### src/rtl/decoder_controller.sv
// Decode-path controller: walks the inverse round sub-blocks for NUM_ROUNDS rounds, rc_idx descending.
// Optional WATCHDOG_EN build aborts any wait state after WDOG_CYCLES cycles and flags err.
module decoder_controller #(
  parameter int NUM_ROUNDS  = 24,
  parameter int WDOG_CYCLES = 1023
) (
  input  logic       clk,
  input  logic       rst,
  input  logic       start,
  input  logic       ready_irc,
  input  logic       ready_irev,
  input  logic       ready_iper,
  input  logic       ready_irot,
  input  logic       ready_ipar,
  output logic       ready,
  output logic       start_irc,
  output logic       start_irev,
  output logic       start_iper,
  output logic       start_irot,
  output logic       start_ipar,
  output logic       ld_fr,
  output logic       ld_fw,
  output logic [4:0] rc_idx,
  output logic       err,
  output logic [3:0] ps,
  output logic [3:0] ns
);

  typedef enum logic [3:0] {
    IDLE  = 4'd0,  LOAD  = 4'd1,
    S_RC  = 4'd2,  W_RC  = 4'd3,
    S_REV = 4'd4,  W_REV = 4'd5,
    S_PER = 4'd6,  W_PER = 4'd7,
    S_ROT = 4'd8,  W_ROT = 4'd9,
    S_PAR = 4'd10, W_PAR = 4'd11,
    NEXT  = 4'd12, WRITE = 4'd13,
    DONE  = 4'd14
  } state_t;

  localparam logic [4:0] RC_INIT = 5'(NUM_ROUNDS - 1);

  state_t state, nxt;
  logic   wexp;

  assign ps = state;
  assign ns = nxt;

`ifdef WATCHDOG_EN
  localparam int WW = $clog2(WDOG_CYCLES + 1);
  logic [WW-1:0] wcnt;
  logic          err_q;
  logic          in_wait, wready;

  assign in_wait = state inside {W_RC, W_REV, W_PER, W_ROT, W_PAR};
  assign wexp    = (wcnt == WW'(WDOG_CYCLES - 1));
  assign err     = err_q;

  always_comb begin
    wready = 1'b0;
    case (state)
      W_RC:    wready = ready_irc;
      W_REV:   wready = ready_irev;
      W_PER:   wready = ready_iper;
      W_ROT:   wready = ready_irot;
      W_PAR:   wready = ready_ipar;
      default: wready = 1'b0;
    endcase
  end

  // Count is zero on the first cycle of every wait state, so expiry lands on cycle WDOG_CYCLES.
  always_ff @(posedge clk) begin
    if (rst) begin
      wcnt  <= '0;
      err_q <= 1'b0;
    end else begin
      wcnt <= in_wait ? wcnt + 1'b1 : '0;
      if (in_wait && !wready && wexp)
        err_q <= 1'b1;
      else if (state == DONE && !start)
        err_q <= 1'b0;
    end
  end
`else
  logic unused_wdog;
  assign unused_wdog = (WDOG_CYCLES == 0);
  assign wexp        = 1'b0;
  assign err         = 1'b0;
`endif

  always_comb begin
    nxt = state;
    case (state)
      IDLE:    if (start) nxt = LOAD;
      LOAD:    nxt = S_RC;
      S_RC:    nxt = W_RC;
      W_RC:    if (ready_irc)  nxt = S_REV; else if (wexp) nxt = DONE;
      S_REV:   nxt = W_REV;
      W_REV:   if (ready_irev) nxt = S_PER; else if (wexp) nxt = DONE;
      S_PER:   nxt = W_PER;
      W_PER:   if (ready_iper) nxt = S_ROT; else if (wexp) nxt = DONE;
      S_ROT:   nxt = W_ROT;
      W_ROT:   if (ready_irot) nxt = S_PAR; else if (wexp) nxt = DONE;
      S_PAR:   nxt = W_PAR;
      W_PAR:   if (ready_ipar) nxt = NEXT;  else if (wexp) nxt = DONE;
      NEXT:    nxt = (rc_idx == 5'd0) ? WRITE : S_RC;
      WRITE:   nxt = DONE;
      DONE:    if (!start) nxt = IDLE;
      default: nxt = IDLE;
    endcase
  end

  // Strobes are decoded from the next state so they line up with ps without a comb path.
  always_ff @(posedge clk) begin
    if (rst) begin
      state      <= IDLE;
      rc_idx     <= RC_INIT;
      ready      <= 1'b0;
      start_irc  <= 1'b0;
      start_irev <= 1'b0;
      start_iper <= 1'b0;
      start_irot <= 1'b0;
      start_ipar <= 1'b0;
      ld_fr      <= 1'b0;
      ld_fw      <= 1'b0;
    end else begin
      state <= nxt;
      if (state == NEXT && rc_idx != 5'd0)
        rc_idx <= rc_idx - 1'b1;
      else if (state == DONE && !start)
        rc_idx <= RC_INIT;
      ready      <= (nxt == DONE);
      start_irc  <= (nxt == S_RC);
      start_irev <= (nxt == S_REV);
      start_iper <= (nxt == S_PER);
      start_irot <= (nxt == S_ROT);
      start_ipar <= (nxt == S_PAR);
      ld_fr      <= (nxt == LOAD);
      ld_fw      <= (nxt == WRITE);
    end
  end

endmodule

### config.mk
export PLATFORM = sky130hd
export DESIGN_NAME = decoder_controller
export DESIGN_NICKNAME = d
export VERILOG_FILES = /design/src/rtl/decoder_controller.sv
export SDC_FILE = /design/constraint.sdc
export NUM_CORES = 1
export LEC_CHECK = 0
export ABC_AREA = 0
export BUFFER_PORTS_ARGS = -buffer_cell sky130_fd_sc_hd__buf_4
export CAP_MARGIN = 5
export CORE_AREA = 5 5 51 53
export CTS_BUF_LIST = sky130_fd_sc_hd__clkbuf_4
export CTS_CLUSTER_DIAMETER = 40
export CTS_CLUSTER_SIZE = 14
export DETAILED_ROUTE_END_ITERATION = 6
export DIE_AREA = 0 0 56 58
export HOLD_SLACK_MARGIN = 0.06
export PLACE_DENSITY = 0.71
export SYNTH_ARGS = -nofsm -noshare
export SYNTH_HDL_FRONTEND = slang
export SYNTH_SLANG_ARGS = --single-unit
### constraint.sdc
create_clock -name clk -period 2.8 [get_ports clk]
set_input_delay 0.14 -clock clk [delete_from_list [all_inputs] [get_ports clk]]
set_output_delay 0.14 -clock clk [all_outputs]
set_load 0.02 [all_outputs]
==> run_summary.xml, run 1 <==
<?xml version="1.0" encoding="UTF-8"?>
<metrics>
  <group name="placement">
    <metric name="io_buf_count" unit="">28</metric>
    <metric name="placed_cell_area" unit="um^2">1130</metric>
    <metric name="place.detailed.instances" unit="">155</metric>
    <metric name="dp_hpwl" unit="mm">1.70</metric>
    <metric name="gp_routability_congestion" unit="">0.808</metric>
  </group>
  <group name="synth">
    <metric name="synth_async_sr_flop_share" unit="%">0</metric>
    <metric name="synth_area" unit="um^2">920</metric>
    <metric name="yosysWarnings" unit="">0</metric>
    <metric name="instance_count_of_the_mapped_netlist" unit="">106</metric>
    <metric name="ys.flop_type" unit="">sky130_fd_sc_hd__dfxtp_1</metric>
    <metric name="synth_edf_count" unit="">0</metric>
    <metric name="ys_seq_area_share" unit="%">37.0</metric>
    <metric name="number_of_distinct_standard_cells_referenced_by_the_synthesized_netlist" unit="">44</metric>
    <metric name="synth.net_count" unit="">116</metric>
    <metric name="post_synth.cell_area_avg" unit="um^2">8.68</metric>
    <metric name="yosys_register_bits" unit="">17</metric>
  </group>
  <group name="power">
    <metric name="combinationalPowerShare" unit="%">23.9</metric>
    <metric name="cellInternalPower" unit="uW">360</metric>
    <metric name="power.leakage" unit="uW">0.000495</metric>
    <metric name="power_density" unit="nW/um^2">449</metric>
    <metric name="fraction_of_power_consumed_by_sequential_logic" unit="%">50.9</metric>
    <metric name="power.switching_fraction" unit="%">31.0</metric>
    <metric name="peakVddDrop" unit="uV">375</metric>
    <metric name="clock_power_share" unit="%">25.2</metric>
    <metric name="switching_power" unit="uW">162</metric>
  </group>
  <group name="global_routing">
    <metric name="global_route.peak_usage_layer" unit="">met2</metric>
    <metric name="first_global_vias" unit="">859</metric>
    <metric name="use_met3" unit="%">3.56</metric>
    <metric name="grt_max_degree" unit="">19</metric>
    <metric name="grt.met1_usage" unit="%">16.6</metric>
    <metric name="grt.total_usage" unit="%">14.8</metric>
    <metric name="initial_antenna_violation_count" unit="">0</metric>
    <metric name="grt_util_met2" unit="%">27.0</metric>
    <metric name="global_route.overflow_total" unit="">0</metric>
    <metric name="grt_first_pass_wirelength" unit="mm">3.88</metric>
  </group>
  <group name="floorplanning">
    <metric name="dieWidth" unit="um">56</metric>
    <metric name="die_extent_in_y" unit="um">58</metric>
    <metric name="start_util" unit="%">43.7</metric>
    <metric name="dieArea" unit="um^2">3250</metric>
    <metric name="core-area" unit="um^2">2110</metric>
    <metric name="placementRows" unit="">17</metric>
    <metric name="ports_placed_on_the_boundary" unit="">30</metric>
  </group>
  <group name="clocking">
    <metric name="tritoncts" unit="">yes</metric>
    <metric name="postCtsHoldBufs" unit="">0</metric>
    <metric name="insertion_delay" unit="ns">0.29</metric>
    <metric name="clock-root-buffer" unit="">sky130_fd_sc_hd__clkbuf_4</metric>
    <metric name="cts.repair_timing.setup_buffer_count" unit="">0</metric>
    <metric name="tritoncts_num_sinks" unit="">17</metric>
    <metric name="clkTransAtPathRegs" unit="ns">0.10</metric>
    <metric name="cts_max_path_buffers" unit="">2</metric>
    <metric name="ctsResizeCount" unit="">0</metric>
    <metric name="number_of_clock_buffers_inserted_by_tritoncts" unit="">3</metric>
    <metric name="cts-htree-levels" unit="">1</metric>
  </group>
  <group name="routing">
    <metric name="drt_first_iter_violations" unit="">21</metric>
    <metric name="post_drt_wl_per_cell" unit="um">14.3</metric>
    <metric name="detail-route-antenna-nets" unit="">0</metric>
    <metric name="route.detailed.drc" unit="">0</metric>
    <metric name="post_drt_via_cell_ratio" unit="">5.49</metric>
    <metric name="via_count" unit="">873</metric>
    <metric name="detail_route.first_pass.iterations" unit="">4</metric>
    <metric name="route.final.wire_length" unit="mm">2.28</metric>
  </group>
  <group name="status">
    <metric name="run_status" unit="">finished, final reports clean</metric>
  </group>
  <group name="timing">
    <metric name="timing.clock.skew" unit="ns">0.00560</metric>
    <metric name="fmaxAchievable" unit="MHz">385</metric>
    <metric name="max_slew_margin" unit="%">52.0</metric>
    <metric name="unrepaired_setup_endpoints_after_global_routing" unit="">no</metric>
    <metric name="report.final.hold_viol_count" unit="">0</metric>
    <metric name="min_period" unit="ns">2.60</metric>
    <metric name="final-max-slew-violation-count" unit="">0</metric>
    <metric name="timing_worst_slew_pin_value" unit="ns">0.717</metric>
    <metric name="final_setup_viols" unit="">0</metric>
    <metric name="post-route-period-util" unit="%">92.8</metric>
    <metric name="final_tns_setup" unit="ns">0</metric>
  </group>
  <group name="setup_path">
    <metric name="crit_path_max_fanout" unit="">7</metric>
    <metric name="critical_path_required" unit="ns">2.66</metric>
    <metric name="arrival" unit="ns">2.46</metric>
    <metric name="criticalPathCategory" unit="">flop to primary output</metric>
    <metric name="cp-start-kind" unit="">flop</metric>
    <metric name="cp-end-kind" unit="">primary output</metric>
  </group>
  <group name="cells_and_area">
    <metric name="fin_area" unit="um^2">1160</metric>
    <metric name="antenna_diode_count" unit="">0</metric>
    <metric name="regMostFlops" unit="">rc_idx</metric>
    <metric name="share_of_final_layout_standard_cells_stronger_than_drive_strength_1" unit="%">29.0</metric>
    <metric name="fin_nets" unit="">142</metric>
    <metric name="final_cells" unit="">159</metric>
    <metric name="largest_register_ffs" unit="">5</metric>
    <metric name="area_growth_syn_to_layout" unit="%">26.3</metric>
  </group>
  <group name="min_path">
    <metric name="worstHoldPathType" unit="">input pin to flop</metric>
  </group>
  <group name="flow_run">
    <metric name="drv.max_cap_violation_count" unit="">0</metric>
  </group>
</metrics>
critical path, cell delays in order, from the launching register on:
cell and delay (ns):
sky130_fd_sc_hd__dfxtp_1 0.36, sky130_fd_sc_hd__inv_1 0.09, sky130_fd_sc_hd__ha_1 0.14, sky130_fd_sc_hd__or4b_1 0.58
sky130_fd_sc_hd__o221a_4 0.35, sky130_fd_sc_hd__a211oi_4 0.37, sky130_fd_sc_hd__inv_2 0.11, sky130_fd_sc_hd__buf_4 0.17
per-stage QoR:
stage | util [%] | setup WS, ns | total power (uW) | hold slack [ns]
floorplan | - | 0.546 | 352 | 0.436
global route | 55.1 | 0.0661 | 552 | 0.0790
global placement | 53.8 | 0.570 | 393 | 0.388
CTS | 55.1 | 0.207 | 525 | 0.0638
detailed placement | 53.8 | 0.513 | 394 | 0.380
finish | 55.1 | 0.201 | 522 | 0.0727
per-layer routing:
| metal | wire, um | vias up |
|---|---|---|
| met3 | 148 | 4 |
| li1 | - | 429 |
| met1 | 961 | 407 |
| met4 | 23 | 0 |
| met2 | 1150 | 33 |
| met5 | 0 | - |
cells in the final DEF (no fill, tap or decap), types with 3 or more instances in the layout:
cell type / netlist / final
sky130_fd_sc_hd__buf_4: 1 / 28
sky130_fd_sc_hd__dfxtp_1: 17 / 17
sky130_fd_sc_hd__nand2_1: 7 / 7
sky130_fd_sc_hd__nor3_1: 7 / 7
sky130_fd_sc_hd__inv_1: 5 / 5
sky130_fd_sc_hd__nand3b_1: 5 / 5
sky130_fd_sc_hd__nor2_1: 5 / 5
sky130_fd_sc_hd__nand2b_1: 4 / 4
sky130_fd_sc_hd__a21oi_1: 3 / 3
sky130_fd_sc_hd__nor2b_1: 3 / 3
sky130_fd_sc_hd__nor4_1: 3 / 3
sky130_fd_sc_hd__nand3_1: 3 / 3
sky130_fd_sc_hd__xor2_1: 3 / 3
sky130_fd_sc_hd__clkbuf_4: 0 / 3
synth_stat cells (2+ instances only):
| master | number | area [um^2] |
|---|---|---|
| sky130_fd_sc_hd__xor2_1 | 3 | 26.3 |
| sky130_fd_sc_hd__dfxtp_1 | 17 | 340 |
| sky130_fd_sc_hd__nor3_1 | 7 | 35.0 |
| sky130_fd_sc_hd__o32ai_1 | 2 | 17.5 |
| sky130_fd_sc_hd__nand2b_1 | 4 | 25.0 |
| sky130_fd_sc_hd__clkbuf_1 | 4 | 15.0 |
| sky130_fd_sc_hd__nand2_1 | 7 | 26.3 |
| sky130_fd_sc_hd__nand3_1 | 3 | 15.0 |
| sky130_fd_sc_hd__a21oi_1 | 3 | 15.0 |
| sky130_fd_sc_hd__inv_1 | 5 | 18.8 |
| sky130_fd_sc_hd__nor2_1 | 5 | 18.8 |
| sky130_fd_sc_hd__nand3b_1 | 5 | 37.5 |
| sky130_fd_sc_hd__nor2b_1 | 3 | 18.8 |
| sky130_fd_sc_hd__nor4_1 | 3 | 18.8 |
| sky130_fd_sc_hd__a31oi_1 | 2 | 12.5 |
| sky130_fd_sc_hd__ha_1 | 2 | 25.0 |
| sky130_fd_sc_hd__or2_2 | 2 | 12.5 |
| sky130_fd_sc_hd__a21o_1 | 2 | 15.0 |
| sky130_fd_sc_hd__and2_1 | 2 | 12.5 |
power by group through the flow:
stage / Clock (uW) / Combinational [uW] / Sequential, uW
after floorplan: 0 / 81.7 / 270
after global routing: 148 / 136 / 268
final: 132 / 125 / 266
after detailed placement: 0 / 123 / 271
after global placement: 0 / 122 / 271
after CTS: 136 / 124 / 265
worst paths after layout:
| path | start | to | slack, ns | cells past startpoint |
|---|---|---|---|---|
| min | rst | ps[2] | 0.07 | 2 |
| max reg2reg | rc_idx[0] | ld_fr | 0.47 | 7 |
| min reg2reg | rc_idx[4] | rc_idx[4] | 0.53 | 2 |
| max | rc_idx[0] | ns[1] | 0.20 | 7 |
cells by family (layout without fill, tap and decap cells):
| kind of cell | Yosys count | count (layout) | share of synthesized area, % |
|---|---|---|---|
| other | 1 | 1 | 0.408 |
| xor gates and xnor gates | 4 | 4 | 3.81 |
| muxes | 1 | 1 | 1.22 |
| DFF | 17 | 17 | 37.0 |
| buffers and inverters | 13 | 38 | 5.85 |
| AOI/OAI and AO/OA | 19 | 19 | 18.1 |
| adders and majority gates | 2 | 2 | 2.72 |
| and+or+nand+nor | 49 | 49 | 30.9 |
layout make-up:
class | count | area (um^2)
well taps | 28 | 35.0
fillers | 201 | 945
inverters | 6 | 22.5
repair buffers | 28 | 210
clock inverters | 1 | 5.00
flip-flops and latches | 17 | 340
clock buffers | 3 | 22.5
multi-input cells | 76 | 526
(Power assumes the default switching activity.)
==> run 2: changes to the inputs <==
--- a/config.mk
+++ b/config.mk
@@ -5,7 +5,7 @@
 export SDC_FILE = /design/constraint.sdc
 export NUM_CORES = 1
 export LEC_CHECK = 0
-export ABC_AREA = 0
+export ABC_AREA = 1
 export BUFFER_PORTS_ARGS = -buffer_cell sky130_fd_sc_hd__buf_4
 export CAP_MARGIN = 5
 export CORE_AREA = 5 5 51 53
@@ -15,7 +15,7 @@
 export DETAILED_ROUTE_END_ITERATION = 6
 export DIE_AREA = 0 0 56 58
 export HOLD_SLACK_MARGIN = 0.06
-export PLACE_DENSITY = 0.71
+export PLACE_DENSITY = 0.72
 export SYNTH_ARGS = -nofsm -noshare
 export SYNTH_HDL_FRONTEND = slang
 export SYNTH_SLANG_ARGS = --single-unit
==> run_summary.xml, run 2 <==
<?xml version="1.0" encoding="UTF-8"?>
<metrics>
  <group name="timing">
    <metric name="min_period" unit="ns">1.93</metric>
    <metric name="final-max-slew-violation-count" unit="">0</metric>
    <metric name="post-route-period-util" unit="%">68.8</metric>
    <metric name="final_tns_setup" unit="ns">0</metric>
    <metric name="unrepaired_setup_endpoints_after_global_routing" unit="">no</metric>
    <metric name="fmaxAchievable" unit="MHz">519</metric>
    <metric name="final_setup_viols" unit="">0</metric>
    <metric name="report.final.hold_viol_count" unit="">0</metric>
    <metric name="fin_worst_hold_slack" unit="ns">0.106</metric>
    <metric name="timing.clock.skew" unit="ns">0.00742</metric>
  </group>
  <group name="cells_and_area">
    <metric name="antenna_diode_count" unit="">0</metric>
    <metric name="regMostFlops" unit="">rc_idx</metric>
    <metric name="mostFrequentLayoutCell" unit="">sky130_fd_sc_hd__buf_4</metric>
    <metric name="final.fill_count" unit="">205</metric>
    <metric name="share_of_final_layout_standard_cells_stronger_than_drive_strength_1" unit="%">32.7</metric>
    <metric name="most-common-layout-cells" unit="">sky130_fd_sc_hd__buf_4 (28), sky130_fd_sc_hd__nand2_1 (24), sky130_fd_sc_hd__inv_1 (21)</metric>
    <metric name="fin_nets" unit="">176</metric>
    <metric name="largest_register_ffs" unit="">5</metric>
    <metric name="area_growth_syn_to_layout" unit="%">28.1</metric>
    <metric name="utilization" unit="%">57.1</metric>
  </group>
  <group name="floorplanning">
    <metric name="ports_placed_on_the_boundary" unit="">30</metric>
    <metric name="dieWidth" unit="um">56</metric>
    <metric name="start_util" unit="%">44.6</metric>
    <metric name="dieArea" unit="um^2">3250</metric>
    <metric name="die_extent_in_y" unit="um">58</metric>
    <metric name="core-area" unit="um^2">2110</metric>
    <metric name="placementRows" unit="">17</metric>
  </group>
  <group name="clocking">
    <metric name="clkTransAtPathRegs" unit="ns">0.10</metric>
    <metric name="cts_max_path_buffers" unit="">2</metric>
    <metric name="cts.repair_timing.setup_buffer_count" unit="">0</metric>
    <metric name="cts-htree-levels" unit="">1</metric>
    <metric name="postCtsHoldBufs" unit="">0</metric>
    <metric name="number_of_clock_buffers_inserted_by_tritoncts" unit="">3</metric>
    <metric name="insertion_delay" unit="ns">0.29</metric>
    <metric name="ctsResizeCount" unit="">0</metric>
    <metric name="tritoncts_num_sinks" unit="">17</metric>
    <metric name="tritoncts" unit="">yes</metric>
    <metric name="clock-root-buffer" unit="">sky130_fd_sc_hd__clkbuf_4</metric>
  </group>
  <group name="setup_path">
    <metric name="cp-end-kind" unit="">primary output</metric>
    <metric name="arrival" unit="ns">1.79</metric>
    <metric name="crit_path_max_fanout" unit="">7</metric>
    <metric name="slowest_stage" unit="">sky130_fd_sc_hd__dfxtp_1</metric>
    <metric name="cp-start-kind" unit="">flop</metric>
    <metric name="max_stage_delay" unit="ns">0.33</metric>
    <metric name="cp_cell_sequence" unit="">inv_1 &gt; ha_1 &gt; inv_1 &gt; nor2_1 &gt; nand2_1 &gt; nand2_2 &gt; nand3_1 &gt; nor2_2 &gt; nand2_2 &gt; buf_4</metric>
    <metric name="criticalPathCategory" unit="">flop to primary output</metric>
    <metric name="critical_path_required" unit="ns">2.66</metric>
  </group>
  <group name="synth">
    <metric name="yosysWarnings" unit="">0</metric>
    <metric name="synth.top_cells.by_area" unit="">sky130_fd_sc_hd__dfxtp_1 (36%), sky130_fd_sc_hd__nand2_1 (9.6%), sky130_fd_sc_hd__inv_1 (8.4%)</metric>
    <metric name="post-synth-top-area-fraction" unit="%">36.3</metric>
    <metric name="instance_count_of_the_mapped_netlist" unit="">135</metric>
    <metric name="post_synth.cell_area_avg" unit="um^2">6.95</metric>
    <metric name="synth_edf_count" unit="">0</metric>
    <metric name="ys.flop_type" unit="">sky130_fd_sc_hd__dfxtp_1</metric>
    <metric name="synth.net_count" unit="">145</metric>
    <metric name="ys_seq_area_share" unit="%">36.3</metric>
    <metric name="synthMostInstantiatedCell" unit="">sky130_fd_sc_hd__nand2_1</metric>
    <metric name="synth_async_sr_flop_share" unit="%">0</metric>
    <metric name="netlist_top_cells_count" unit="">sky130_fd_sc_hd__nand2_1 (24), sky130_fd_sc_hd__inv_1 (21), sky130_fd_sc_hd__nor2_1 (19)</metric>
    <metric name="synth_area" unit="um^2">938</metric>
    <metric name="post-synth-top-area-cell" unit="">sky130_fd_sc_hd__dfxtp_1</metric>
    <metric name="number_of_distinct_standard_cells_referenced_by_the_synthesized_netlist" unit="">25</metric>
    <metric name="yosys_register_bits" unit="">17</metric>
  </group>
  <group name="power">
    <metric name="power_density" unit="nW/um^2">429</metric>
    <metric name="peakVddDrop" unit="uV">352</metric>
    <metric name="power.leakage" unit="uW">0.000687</metric>
    <metric name="post-layout-total-power" unit="uW">515</metric>
  </group>
  <group name="routing">
    <metric name="detail-route-antenna-nets" unit="">0</metric>
    <metric name="drt_first_iter_violations" unit="">28</metric>
    <metric name="via_count" unit="">934</metric>
    <metric name="detail_route.first_pass.iterations" unit="">4</metric>
    <metric name="route.final.wire_length" unit="mm">2.21</metric>
    <metric name="route.detailed.drc" unit="">0</metric>
    <metric name="post_drt_via_cell_ratio" unit="">4.84</metric>
    <metric name="post_drt_wl_per_cell" unit="um">11.5</metric>
  </group>
  <group name="min_path">
    <metric name="worstHoldPathType" unit="">input pin to flop</metric>
  </group>
  <group name="placement">
    <metric name="gp_routability_congestion" unit="">0.841</metric>
    <metric name="dp_hpwl" unit="mm">1.71</metric>
    <metric name="io_buf_count" unit="">28</metric>
  </group>
  <group name="global_routing">
    <metric name="grt.met1_usage" unit="%">16.9</metric>
    <metric name="grt_max_degree" unit="">14</metric>
    <metric name="global_route.overflow_total" unit="">0</metric>
    <metric name="use_met3" unit="%">3.56</metric>
    <metric name="initial_antenna_violation_count" unit="">0</metric>
    <metric name="global_route.peak_usage_layer" unit="">met2</metric>
    <metric name="grt_first_pass_wirelength" unit="mm">3.72</metric>
    <metric name="grt_util_met2" unit="%">25.0</metric>
    <metric name="grt.total_usage" unit="%">14.3</metric>
    <metric name="first_global_vias" unit="">880</metric>
  </group>
  <group name="flow_run">
    <metric name="drv.max_cap_violation_count" unit="">0</metric>
  </group>
  <group name="status">
    <metric name="run_status" unit="">finished, final reports clean</metric>
  </group>
</metrics>
-- run 2: cell types whose count changed in the layout (fill, tap and decap cells not counted), moves of 3 or more --
cell,change
sky130_fd_sc_hd__nor2_2,+9
sky130_fd_sc_hd__nor4_1,-3
sky130_fd_sc_hd__nand3_2,+5
sky130_fd_sc_hd__nor2_1,+14
sky130_fd_sc_hd__nand3_1,+11
sky130_fd_sc_hd__nand2_1,+17
sky130_fd_sc_hd__nand2_2,+4
sky130_fd_sc_hd__nand3b_1,-3
sky130_fd_sc_hd__nor2b_1,-3
sky130_fd_sc_hd__nand2b_1,-4
sky130_fd_sc_hd__inv_1,+16
sky130_fd_sc_hd__nor3_1,-6
-- run 2: power by group --
| part | leakage (uW) | internal (uW) | switching [uW] |
|---|---|---|---|
| logic | 0.000531 | 44.9 | 72.2 |
| registers | 0.000138 | 249 | 6.18 |
| clock network | 0.0000184 | 65.1 | 77.5 |
| total | 0.000687 | 359 | 156 |
-- run 2: final timing paths --
path,from,cells past startpoint,slack [ns],to
setup / recovery,rc_idx[0],10,0.87,ns[1]
hold / removal,start,3,0.11,ld_fr
setup reg to reg,rc_idx[0],11,1.27,start_irc
hold reg to reg,rc_idx[2],2,0.51,rc_idx[2]
-- run 2: per-stage QoR --
step / setup slack (ns) / cells / instance area, um^2
2_1_floorplan: 1.33 / 135 / 938
3_3_place_gp: 1.31 / 189 / 1170
3_5_place_dp: 1.26 / 189 / 1170
4_1_cts: 0.894 / 193 / 1200
5_1_grt: 0.731 / 193 / 1200
6_report: 0.874 / 193 / 1200
-- run 2: cell families after synthesis --
| kind of cell | Yosys count | share of synthesized area (%) |
|---|---|---|
| adder cells (fa/ha/maj) | 2 | 2.67 |
| AO/OA/AOI/OAI | 7 | 4.80 |
| other | 1 | 0.400 |
| flip-flops | 17 | 36.3 |
| XOR/XNOR | 1 | 0.934 |
| buffers and inverters | 25 | 10.4 |
| AND/OR/NAND/NOR | 82 | 44.5 |
-- run 2: worst max-delay path, delay by kind of cell (launching register included) --
kind,cells,cell delay [ns]
and+or+nand+nor,6,0.64
DFF,1,0.33
buffers and inverters,3,0.32
adders and majority gates,1,0.18
-- run 2: area by class of cell --
| cell class | instances | area [um^2] | area share (%) |
|---|---|---|---|
| tap | 28 | 35.0 | 2.91 |
| clock buffer | 4 | 30.0 | 2.50 |
| sequential | 17 | 340 | 28.3 |
| inverter | 23 | 86.3 | 7.18 |
| timing repair buffer | 28 | 210 | 17.5 |
| multi-input combinational | 93 | 500 | 41.6 |
-- run 2: per-layer routing --
| metal | part of all wire (%) | vias to the layer above |
|---|---|---|
| li1 | - | 480 |
| met1 | 43 | 422 |
| met2 | 49 | 27 |
| met3 | 5.8 | 5 |
| met4 | 1.5 | 0 |
| met5 | 0 | - |
==> run 3: changes to the inputs <==
--- a/config.mk
+++ b/config.mk
@@ -15,7 +15,7 @@
 export DETAILED_ROUTE_END_ITERATION = 6
 export DIE_AREA = 0 0 56 58
 export HOLD_SLACK_MARGIN = 0.06
-export PLACE_DENSITY = 0.72
+export PLACE_DENSITY = 0.75
 export SYNTH_ARGS = -nofsm -noshare
 export SYNTH_HDL_FRONTEND = slang
 export SYNTH_SLANG_ARGS = --single-unit
==> constraint.sdc (replaced) <==
create_clock -name clk -period 1.6 [get_ports clk]
set_input_delay 0.08 -clock clk [delete_from_list [all_inputs] [get_ports clk]]
set_output_delay 0.08 -clock clk [all_outputs]
set_load 0.02 [all_outputs]
==> run_summary.xml, run 3 (synthesized netlist as in run 2, its figures left out) <==
<?xml version="1.0" encoding="UTF-8"?>
<metrics>
  <group name="routing">
    <metric name="route.final.wire_length" unit="mm">2.52</metric>
    <metric name="detail-route-antenna-nets" unit="">0</metric>
    <metric name="detail_route.first_pass.iterations" unit="">4</metric>
    <metric name="drt_first_iter_violations" unit="">13</metric>
    <metric name="post_drt_via_cell_ratio" unit="">4.91</metric>
    <metric name="route.detailed.drc" unit="">0</metric>
    <metric name="via_count" unit="">1012</metric>
    <metric name="post_drt_wl_per_cell" unit="um">12.2</metric>
  </group>
  <group name="clocking">
    <metric name="clkTransAtPathRegs" unit="ns">0.09</metric>
    <metric name="cts_max_path_buffers" unit="">2</metric>
    <metric name="cts-htree-levels" unit="">1</metric>
    <metric name="tritoncts_num_sinks" unit="">17</metric>
    <metric name="insertion_delay" unit="ns">0.29</metric>
    <metric name="clock-root-buffer" unit="">sky130_fd_sc_hd__clkbuf_4</metric>
    <metric name="tritoncts" unit="">yes</metric>
    <metric name="number_of_clock_buffers_inserted_by_tritoncts" unit="">3</metric>
  </group>
  <group name="setup_path">
    <metric name="crit_path_max_fanout" unit="">4</metric>
    <metric name="criticalPathCategory" unit="">flop to primary output</metric>
    <metric name="cp-start-kind" unit="">flop</metric>
    <metric name="cp-end-kind" unit="">primary output</metric>
    <metric name="critical_path_required" unit="ns">1.52</metric>
    <metric name="arrival" unit="ns">1.51</metric>
  </group>
  <group name="timing">
    <metric name="final-max-slew-violation-count" unit="">0</metric>
    <metric name="fmaxAchievable" unit="MHz">628</metric>
    <metric name="unrepaired_setup_endpoints_after_global_routing" unit="">yes</metric>
    <metric name="min_period" unit="ns">1.59</metric>
    <metric name="final_setup_viols" unit="">0</metric>
    <metric name="post-route-period-util" unit="%">99.5</metric>
    <metric name="final_tns_setup" unit="ns">0</metric>
    <metric name="timing.clock.skew" unit="ns">0.00406</metric>
    <metric name="report.final.hold_viol_count" unit="">0</metric>
  </group>
  <group name="global_routing">
    <metric name="first_global_vias" unit="">1019</metric>
    <metric name="initial_antenna_violation_count" unit="">0</metric>
    <metric name="grt.total_usage" unit="%">16.2</metric>
    <metric name="global_route.overflow_total" unit="">0</metric>
    <metric name="grt_max_degree" unit="">14</metric>
    <metric name="grt_first_pass_wirelength" unit="mm">4.18</metric>
  </group>
  <group name="cells_and_area">
    <metric name="mostFrequentLayoutCell" unit="">sky130_fd_sc_hd__buf_4</metric>
    <metric name="regMostFlops" unit="">rc_idx</metric>
    <metric name="largest_register_ffs" unit="">5</metric>
    <metric name="final.fill_count" unit="">178</metric>
    <metric name="share_of_final_layout_standard_cells_stronger_than_drive_strength_1" unit="%">44.9</metric>
    <metric name="utilization" unit="%">65.6</metric>
    <metric name="antenna_diode_count" unit="">0</metric>
    <metric name="fin_nets" unit="">189</metric>
    <metric name="area_growth_syn_to_layout" unit="%">47.2</metric>
    <metric name="most-common-layout-cells" unit="">sky130_fd_sc_hd__buf_4 (34), sky130_fd_sc_hd__nand2_1 (21), sky130_fd_sc_hd__nor2_1 (18)</metric>
  </group>
  <group name="power">
    <metric name="peakVddDrop" unit="uV">620</metric>
    <metric name="power_density" unit="nW/um^2">695</metric>
    <metric name="power.leakage" unit="uW">0.000766</metric>
  </group>
  <group name="floorplanning">
    <metric name="dieWidth" unit="um">56</metric>
    <metric name="ports_placed_on_the_boundary" unit="">30</metric>
    <metric name="core-area" unit="um^2">2110</metric>
    <metric name="placementRows" unit="">17</metric>
    <metric name="start_util" unit="%">44.6</metric>
    <metric name="dieArea" unit="um^2">3250</metric>
    <metric name="die_extent_in_y" unit="um">58</metric>
  </group>
  <group name="placement">
    <metric name="dp_hpwl" unit="mm">1.79</metric>
    <metric name="io_buf_count" unit="">28</metric>
    <metric name="gp_routability_congestion" unit="">0.856</metric>
  </group>
  <group name="min_path">
    <metric name="worstHoldPathType" unit="">input pin to flop</metric>
  </group>
  <group name="flow_run">
    <metric name="drv.max_cap_violation_count" unit="">0</metric>
  </group>
  <group name="status">
    <metric name="run_status" unit="">finished, final reports clean</metric>
  </group>
</metrics>
[run 3: cell types whose count changed in the layout (fill, tap and decap cells not counted), sizes merged]
cell,delta
buf,+9
dlygate4sd3,+4
[run 3: worst paths after layout]
| kind | from | endpoint | slack, ns | cells after the start |
|---|---|---|---|---|
| min | ready_irot | start_ipar | 0.09 | 3 |
| max | rc_idx[0] | ns[2] | 0.008 | 9 |
| min reg2reg | rc_idx[2] | rc_idx[2] | 0.51 | 2 |
| max reg2reg | rc_idx[0] | start_irc | 0.08 | 13 |
[run 3: report_power, final]
group,leakage (uW),internal (uW),switching [uW]
clock,0.0000184,114,131
combinational,0.000609,119,147
sequential,0.000139,437,12.5
[run 3: cell type report]
class                      count  area [um^2]  share of cell area (%)
sequential                    17          353                    25.5
inverter                      23         86.3                    6.25
timing repair buffer          41          329                    23.8
clock buffer                   4         30.0                    2.17
multi-input combinational     93          548                    39.7
tap                           28         35.0                    2.54
[run 3: critical path, stage by stage (launching register included)]
cell	delay, ns
sky130_fd_sc_hd__dfxtp_2	0.35
sky130_fd_sc_hd__inv_2	0.05
sky130_fd_sc_hd__ha_4	0.15
sky130_fd_sc_hd__nand2_1	0.06
sky130_fd_sc_hd__nor2_1	0.05
sky130_fd_sc_hd__nand2_2	0.09
sky130_fd_sc_hd__nand3_1	0.11
sky130_fd_sc_hd__nor2_2	0.15
sky130_fd_sc_hd__inv_1	0.06
sky130_fd_sc_hd__buf_4	0.15
[run 3: repair_timing]
action                                 4_1_cts  5_1_grt
setup buffers                                8        1
pin swaps                                    4        4
cloned                                       0        0
hold buffers                                 4        0
gates resized for setup                     13       13
setup endpoints to repair                    4        4
endpoints found under the hold margin        9        0
[run 3: metrics by stage]
stage          power [uW]  hold WS [ns]  setup slack (ns)  cell area [um^2]  instances
6_report              960        0.0946           0.00840              1380        206
5_1_grt              1010         0.107            -0.101              1380        206
4_1_cts               933        0.0867           0.00156              1340        205
3_5_place_dp          660         0.355             0.132              1170        189
3_3_place_gp          656         0.349             0.157              1170        189
2_1_floorplan         585         0.149             0.135               938        135
[run 3: metal layers]
layer,vias to the layer above,track usage [%],routed length [um]
met3,8,3.34,120
li1,505,-,-
met5,-,0,0
met4,0,9.15,68
met2,25,30.4,1340
met1,474,16.7,988
